--- src/rtl/seg7_scan_display.sv ---
// Four-digit multiplexed 7-segment driver with BCD decode, leading-zero blanking,
// and a pending/display double buffer. New data is swapped in only at a frame boundary.
module seg7_scan_display #(
    parameter int CLK_FREQ = 50_000_000,
    parameter int SCAN_HZ  = 1000
) (
    input  logic        clk,
    input  logic        rst,
    input  logic        load,
    input  logic [15:0] data_in,
    input  logic [3:0]  dp_in,
    input  logic        blank_lz,
    output logic        ready,
    output logic [3:0]  an,
    output logic [6:0]  seg,
    output logic        dp,
    output logic        err,
    output logic        overrun
);

    localparam int DIV = CLK_FREQ / SCAN_HZ;
    localparam int CW  = (DIV > 2) ? $clog2(DIV) : 1;

    function automatic logic [6:0] decode(input logic [3:0] nib);
        logic [6:0] s;
        case (nib)
            4'd0:    s = 7'b1000000;
            4'd1:    s = 7'b1111001;
            4'd2:    s = 7'b0100100;
            4'd3:    s = 7'b0110000;
            4'd4:    s = 7'b0011001;
            4'd5:    s = 7'b0010010;
            4'd6:    s = 7'b0000010;
            4'd7:    s = 7'b1111000;
            4'd8:    s = 7'b0000000;
            4'd9:    s = 7'b0010000;
            default: s = 7'b0111111;
        endcase
        return s;
    endfunction

    function automatic logic has_non_bcd(input logic [15:0] d);
        return (d[3:0] > 4'd9) || (d[7:4] > 4'd9) || (d[11:8] > 4'd9) || (d[15:12] > 4'd9);
    endfunction

    logic [CW-1:0] cnt_q, cnt_d;
    logic [1:0]    idx_q, idx_d;
    logic [15:0]   disp_q, disp_d, pend_q, pend_d;
    logic [3:0]    disp_dp_q, disp_dp_d, pend_dp_q, pend_dp_d;
    logic          pend_full_q, pend_full_d;
    logic          ready_q, ready_d;
    logic          err_q, err_d, ovr_q, ovr_d;
    logic [3:0]    an_q, an_d;
    logic [6:0]    seg_q, seg_d;
    logic          dp_q, dp_d;
    logic          scan_tick, commit, accept, blank_s;
    logic [3:0]    nib_s;

    // Next-state logic: prescaler, digit index, load handshake, commit, output decode
    always_comb begin
        scan_tick   = (cnt_q == CW'(DIV - 1));
        commit      = scan_tick && (idx_q == 2'd3) && pend_full_q;
        // a commit cycle always has ready low, so a coinciding load is refused
        accept      = load && ready_q && !commit;

        cnt_d       = scan_tick ? '0 : cnt_q + CW'(1);
        idx_d       = scan_tick ? idx_q + 2'd1 : idx_q;

        disp_d      = disp_q;
        disp_dp_d   = disp_dp_q;
        err_d       = err_q;
        pend_d      = pend_q;
        pend_dp_d   = pend_dp_q;
        pend_full_d = pend_full_q;
        if (commit) begin
            disp_d      = pend_q;
            disp_dp_d   = pend_dp_q;
            err_d       = has_non_bcd(pend_q);
            pend_full_d = 1'b0;
        end else if (accept) begin
            pend_d      = data_in;
            pend_dp_d   = dp_in;
            pend_full_d = 1'b1;
        end else begin
            pend_full_d = pend_full_q;
        end
        ready_d = !pend_full_d;
        ovr_d   = ovr_q || (load && !accept);

        nib_s = disp_q[{idx_q, 2'b00} +: 4];
        case (idx_q)
            2'd0:    blank_s = 1'b0;
            2'd1:    blank_s = blank_lz && (disp_q[15:4] == 12'd0);
            2'd2:    blank_s = blank_lz && (disp_q[15:8] == 8'd0);
            2'd3:    blank_s = blank_lz && (disp_q[15:12] == 4'd0);
            default: blank_s = 1'b0;
        endcase
        an_d  = ~(4'b0001 << idx_q);
        seg_d = blank_s ? 7'b1111111 : decode(nib_s);
        dp_d  = ~disp_dp_q[idx_q];
    end

    // State and output registers
    always_ff @(posedge clk or posedge rst) begin
        if (rst) begin
            cnt_q       <= '0;
            idx_q       <= 2'd0;
            disp_q      <= 16'd0;
            disp_dp_q   <= 4'd0;
            pend_q      <= 16'd0;
            pend_dp_q   <= 4'd0;
            pend_full_q <= 1'b0;
            ready_q     <= 1'b1;
            err_q       <= 1'b0;
            ovr_q       <= 1'b0;
            an_q        <= 4'b1111;
            seg_q       <= 7'b1111111;
            dp_q        <= 1'b1;
        end else begin
            cnt_q       <= cnt_d;
            idx_q       <= idx_d;
            disp_q      <= disp_d;
            disp_dp_q   <= disp_dp_d;
            pend_q      <= pend_d;
            pend_dp_q   <= pend_dp_d;
            pend_full_q <= pend_full_d;
            ready_q     <= ready_d;
            err_q       <= err_d;
            ovr_q       <= ovr_d;
            an_q        <= an_d;
            seg_q       <= seg_d;
            dp_q        <= dp_d;
        end
    end

    assign ready   = ready_q;
    assign an      = an_q;
    assign seg     = seg_q;
    assign dp      = dp_q;
    assign err     = err_q;
    assign overrun = ovr_q;

endmodule

--- config.mk ---
export PLATFORM = sky130hd
export DESIGN_NAME = seg7_scan_display
export DESIGN_NICKNAME = d
export VERILOG_FILES = /design/src/rtl/seg7_scan_display.sv
export SDC_FILE = /design/constraint.sdc
export NUM_CORES = 1
export LEC_CHECK = 0
export CAP_MARGIN = 5
export CORE_AREA = 2 2 89 91
export DETAILED_ROUTE_END_ITERATION = 6
export DIE_AREA = 0 0 91 93
export PLACE_DENSITY_LB_ADDON = 0.2
export SYNTH_ARGS = -nofsm -noshare
export SYNTH_HDL_FRONTEND = slang
export SYNTH_SLANG_ARGS = --single-unit
--- constraint.sdc ---
create_clock -name clk -period 2.9 [get_ports clk]
set_input_delay 0.29 -clock clk [delete_from_list [all_inputs] [get_ports clk]]
set_output_delay 0.29 -clock clk [all_outputs]
set_load 0.005 [all_outputs]
==> results of run 1 <==
[synth_stat cells, types with 3 or more instances]
cell,count
nand2_1,7
dfrtp_1,61
nand3_1,4
o21ai_0,16
and3_1,5
nor2_1,11
or4_1,3
nor4_1,3
ha_1,10
mux4_2,5
dfstp_2,13
inv_1,14
xor2_1,5
buf_4,4
nand2b_1,3
nand4_1,4
a21oi_1,8
mux2_4,18
mux2_2,21
xnor2_1,8
[power breakdown]
part           switching (mW)  leakage (nW)  total (mW)  internal (mW)
Sequential             0.0617         0.919        1.18           1.12
Combinational          0.0582         0.713       0.163          0.105
Clock                   0.380        0.0986       0.824          0.443
Total                   0.500          1.73        2.17           1.67
[through the flow]
stage          setup WS (ps)  util [%]  instance area (um2)  std cells
2_1_floorplan            750         -                 3330        247
3_3_place_gp             810      50.5                 3800        381
3_5_place_dp             760      50.5                 3800        381
4_1_cts                  744      53.2                 4000        397
5_1_grt                  637      53.2                 4000        397
6_report                 810      53.2                 4000        397
[layout make-up]
| type | count | area, um2 |
|---|---|---|
| Clock buffer | 12 | 155 |
| Clock inverter | 4 | 50.0 |
| Fill cell | 680 | 3520 |
| Inverter | 14 | 52.6 |
| Multi-Input combinational cell | 150 | 1340 |
| Sequential cell | 74 | 1870 |
| Tap cell | 102 | 128 |
| Timing Repair Buffer | 41 | 415 |
[path summary, 6_finish.rpt]
check | start | end | slack (ps) | cells past startpoint
worst max register to register | cnt_q[0]$_DFF_PP0_ | pend_dp_q[0]$_DFFE_PP0P_ | 810 | 5
max in group asynchronous | rst | ready$_DFF_PP1_ | 1850 | 3
worst min register to register | cnt_q[0]$_DFF_PP0_ | cnt_q[0]$_DFF_PP0_ | 490 | 1
worst max-delay path | cnt_q[0]$_DFF_PP0_ | pend_dp_q[0]$_DFFE_PP0P_ | 810 | 5
min in group clk | cnt_q[0]$_DFF_PP0_ | cnt_q[0]$_DFF_PP0_ | 490 | 1
worst min-delay path | rst | cnt_q[12]$_DFF_PP0_ | 340 | 2
[kinds of logic (layout without fill, tap and decap cells)]
logic type               count (synthesis)  after routing  synth area share (%)
buffers and inverters                   23             71                  3.69
AND/OR/NAND/NOR                         54             54                  9.33
adder cells (fa/ha/maj)                 10             10                  3.76
XOR/XNOR                                13             13                  3.42
AO/OA/AOI/OAI                           27             27                  4.33
multiplexers                            46             46                  19.3
flip-flops                              74             74                  56.2
[cells in the final DEF, fill, tap and decap left out, drive strengths merged, types with 4 or more instances in the layout]
cell	netlist	routed
nand3	5	5
nand2	7	7
clkdlybuf4s50	0	38
mux2	41	41
dfstp	13	13
ha	10	10
xor2	5	5
dfrtp	61	61
and3	5	5
mux4	5	5
a21oi	8	8
inv	14	14
nand4	4	4
o21ai	16	16
or4	4	4
clkbuf	1	12
nor2	11	11
xnor2	8	8
[flip-flops by register name, summed over array words and instances, names as in the netlist]
signal and count:
pend_full_q 1, disp_dp_q 4, disp_q 16, dp 1
err 1, idx_q 2, ready 1, seg 7
pend_dp_q 4, pend_q 16, cnt_q 16, overrun 1
an 4
[layer usage]
metal,wire (um),up-vias,part of all wire (%)
met1,2700,955,48
met2,2560,51,46
met5,0,-,0
met4,42,0,0.75
li1,-,947,-
met3,291,4,5.2
[worst max-delay path: cells and delay by family, from the launching register on]
family	cells	cell delay [ps]
simple gates	2	480
mux	1	390
flops	1	390
fa+ha+maj	1	210
compound gates	1	500
==> flow_summary.ini, run 1 <==
[sta]
setup_tns_ps = 0
finalClockSkew_ps = 5.66
final-hold-violation-count = 0
max_freq_mhz = 478
period_share_pct = 72.1
worst_slew_pin_slew_ps = 605
holdWs_ps = 338
slew_headroom_pct = 59.6
finalSetupViolCount = 0
min_period_ps = 2090
grt_setup_unrepaired = no
slew_violations = 0

[global_routing]
use_met3_pct = 4.92
grt_max_degree = 48
grt.busiest_layer = met2
met2_usage_pct = 23.0
grt_pass1_vias = 2006
antenna_found_initial = 0
grt_pass1_wl_um = 9870
grtUsageTotal_pct = 15.0
globalRouteOverflowTotal = 0
grt_util_met1_pct = 20.1

[logic_synthesis]
synth_edf_count = 0
postSynthCellCount = 247
yosys_warnings = 0
syn_area_um2 = 3330
synth_cell_type_count = 39
netlist.area_leader.share_pct = 45.9
avgSynthCellArea_um2 = 13.5
seq_area_frac_synth_pct = 56.2
yosys-top-cells-area = dfrtp_1 46%, dfstp_2 10%, mux2_4 8.1%, mux2_2 7.1%, ha_1 3.8%
ys_ff_latch = 74
yosys.area.top_type = dfrtp_1
synthesis.nets = 281
ys_async_sr_fraction_pct = 100
ys.flop_type = dfrtp_1

[floorplan]
dieWidth_um = 91
die_area_um2 = 8460
die_h_um = 93
initial_core_util_pct = 44.2
row_count = 32
ios = 39
core_area_um2 = 7530

[power]
leakagePower_nw = 1.73
totalPowerFinal_mw = 2.17
ir_drop_uv = 278
power_density_nw_per_um2 = 542

[critical_path]
crit_required_ps = 3130
crit_fanout = 21
endpoint_kind = register
crit_chain = ha_1 > and3_1 > and4_1 > a31o_2 > mux2_2
slowest_delay_ps = 500
start_kind = register
worstSetupPathType = reg -> reg
cp_slowest_cell = a31o_2
cp.arrival_ps = 2330

[cts]
clockBufferDepth = 2
htreeDepth = 3
numCtsBuffers = 9
cts_tree = built
cts-root-buf = clkbuf_8
clkLatencyLatePin_ps = 350
clk_transition_reported_paths_ps = 70
cts_setup_buffers = 0
holdBufCountCts = 0
cts_resized = 0
numClockSinks = 74

[cells_and_area]
antenna_cells = 0
layout-drive-gt1-share_pct = 27.1
final_nets = 324
area_growth_pct = 20.4

[flow_run]
maxCapViolCount = 0

[route]
drc = 0
vias = 1957
first_pass_iters = 4
detail-route-antenna-nets = 0
wl_um = 5590
detail_route.vias_per_cell = 4.93
drt_iter0_drc = 75
drt-wirelength-per-cell_um = 14.1

[run_status]
status = finished, final reports clean

[place]
gp_congestion = 0.726
port-buffer-count = 38
place_hpwl_um = 3880

[min_path]
holdCritPathClass = in -> async
No activity file was read; power rests on OpenSTA's default activity.
==> run 2, diff against run 1 <==
- clock period: 2.9 -> 2.1 ns (I/O delays scaled with it)
==> run 2 against run 1 <==
Critical path depth increased by 1. Critical endpoint is now disp_q[13]$_DFFE_PP0N_. Clock-buffer cell count down 1. Core utilization is 1.8 points higher. Sequential cell count stayed put.
==> flow_summary.ini, run 2 (synthesized netlist as in run 1, its figures left out) <==
[run_status]
status = finished, final reports clean

[power]
seqPwrFrac_pct = 50.8
intPower_mw = 2.55
p_clk_share_pct = 42.1
leakagePower_nw = 1.80
totalPowerFinal_mw = 3.22
ir_drop_uv = 596
comb_power_share_pct = 7.1
switching_share_pct = 20.9
power_switching_mw = 0.674
power_density_nw_per_um2 = 778

[critical_path]
rrSetupSlack_ps = 130
rr_startpoint = cnt_q[0]$_DFF_PP0_
crit_required_ps = 2330
rr_worst_depth = 6
crit_fanout = 12
slowest_delay_ps = 390
start_kind = register
endpoint_kind = register
timing.rr.end = disp_q[13]$_DFFE_PP0N_
cp_slowest_cell = dfrtp_1
worstSetupPathType = reg -> reg
cp.arrival_ps = 2190
crit_chain = ha_1 > and3_1 > and4_1 > and3_2 > buf_12 > mux2_2

[sta]
finalSetupViolCount = 0
period_share_pct = 93.7
final-hold-violation-count = 0
slew_violations = 0
slew_headroom_pct = 72.0
grt_setup_unrepaired = no
min_period_ps = 1970
worst_slew_pin_slew_ps = 419
finalClockSkew_ps = 6.45
setup_tns_ps = 0
max_freq_mhz = 508

[route]
wl_um = 5860
drt_iter0_drc = 87
detail-route-antenna-nets = 0
drc = 0
first_pass_iters = 4
vias = 1968
drt-wirelength-per-cell_um = 14.6
detail_route.vias_per_cell = 4.88

[place]
place_hpwl_um = 4060
gp_congestion = 0.729
dp.cells = 386
port-buffer-count = 38

[floorplan]
ios = 39
initial_core_util_pct = 44.2
row_count = 32
die_area_um2 = 8460
core_area_um2 = 7530
die_h_um = 93
dieWidth_um = 91

[cts]
cts_tree = built
clockBufferDepth = 2
numClockSinks = 74
cts_resized = 0
clkLatencyLatePin_ps = 340
htreeDepth = 3
cts-root-buf = clkbuf_8
numCtsBuffers = 9
cts_setup_buffers = 0
clk_transition_reported_paths_ps = 80
holdBufCountCts = 0

[global_routing]
grt_pass1_wl_um = 10000
grt_max_degree = 58
grtUsageTotal_pct = 15.2
antenna_found_initial = 0
globalRouteOverflowTotal = 0
grt_pass1_vias = 2022

[cells_and_area]
final_nets = 330
layout-drive-gt1-share_pct = 29.6
area_growth_pct = 24.5
antenna_cells = 0
final_cell_mix = 60 x dfrtp_1, 38 x clkdlybuf4s50_1, 21 x mux2_2, 18 x mux2_4, 16 x o21ai_0
final_common_cell = dfrtp_1
fin_cells = 403
reg.largest.list = cnt_q x16, disp_q x16, pend_q x16

[min_path]
holdCritPathClass = in -> async

[flow_run]
maxCapViolCount = 0
==> run 2: final cells by class <==
type                       instances  area [um2]
timing repair buffer              47         503
clock inverter                     5         100
inverter                          14        52.6
multi-input combinational        150        1340
sequential                        74        1870
tap                              102         128
fill                             652        3390
clock buffer                      11         151
==> run 2: how the worst max path moves through the flow <==
stage / start / end / slack, ps / cells after the start
finish: cnt_q[0]$_DFF_PP0_ / disp_q[13]$_DFFE_PP0N_ / 130 / 6
global route: cnt_q[0]$_DFF_PP0_ / disp_q[13]$_DFFE_PP0N_ / 10 / 6
CTS: cnt_q[0]$_DFF_PP0_ / disp_q[13]$_DFFE_PP0N_ / 110 / 6
detailed placement: cnt_q[0]$_DFF_PP0_ / disp_q[13]$_DFFE_PP0N_ / 120 / 6
global placement: cnt_q[0]$_DFF_PP0_ / disp_q[13]$_DFFE_PP0N_ / 130 / 6
floorplan: rst / cnt_q[0]$_DFF_PP0_ / 30 / 1
==> run 2: power groups by stage <==
stage	combinational (mW)	sequential [mW]	clock [mW]
floorplan	0.156	1.62	0
global placement	0.229	1.66	0
detailed placement	0.235	1.67	0
finish	0.229	1.64	1.36
global route	0.258	1.65	1.46
CTS	0.236	1.64	1.39
==> run 2: layer usage <==
layer	routed length (um)	global-route usage (%)	share of wire, %
met4	96	5.81	1.6
met1	2920	21.6	50
met3	194	3.95	3.3
met2	2650	22.6	45
met5	0	0	0
==> run 2: metrics by stage <==
step                      util (%)  cell area (um2)  setup slack (ps)  hold slack, ps
final                         55.0             4140               133             189
after global routing          55.0             4140              13.0             215
after detailed placement      51.3             3860               125             465
after floorplan                  -             3330              29.9             327
after global placement        51.3             3860               133             459
after CTS                     54.6             4110               112             183
==> run 2: worst max-delay path, delay by kind of cell, from the launching register on <==
kind | cells | cell delay (ps)
flops | 1 | 390
simple gates | 3 | 750
mux | 1 | 340
fa+ha+maj | 1 | 220
buf+inv | 1 | 170
==> run 3, diff against run 2 <==
- ABC_CLOCK_PERIOD_IN_PS: not set -> 2100
- CTS_CLUSTER_SIZE: not set -> 28
==> results of run 3 <==
Same layout as run 2: the final DEF is identical, and so are final timing and power.
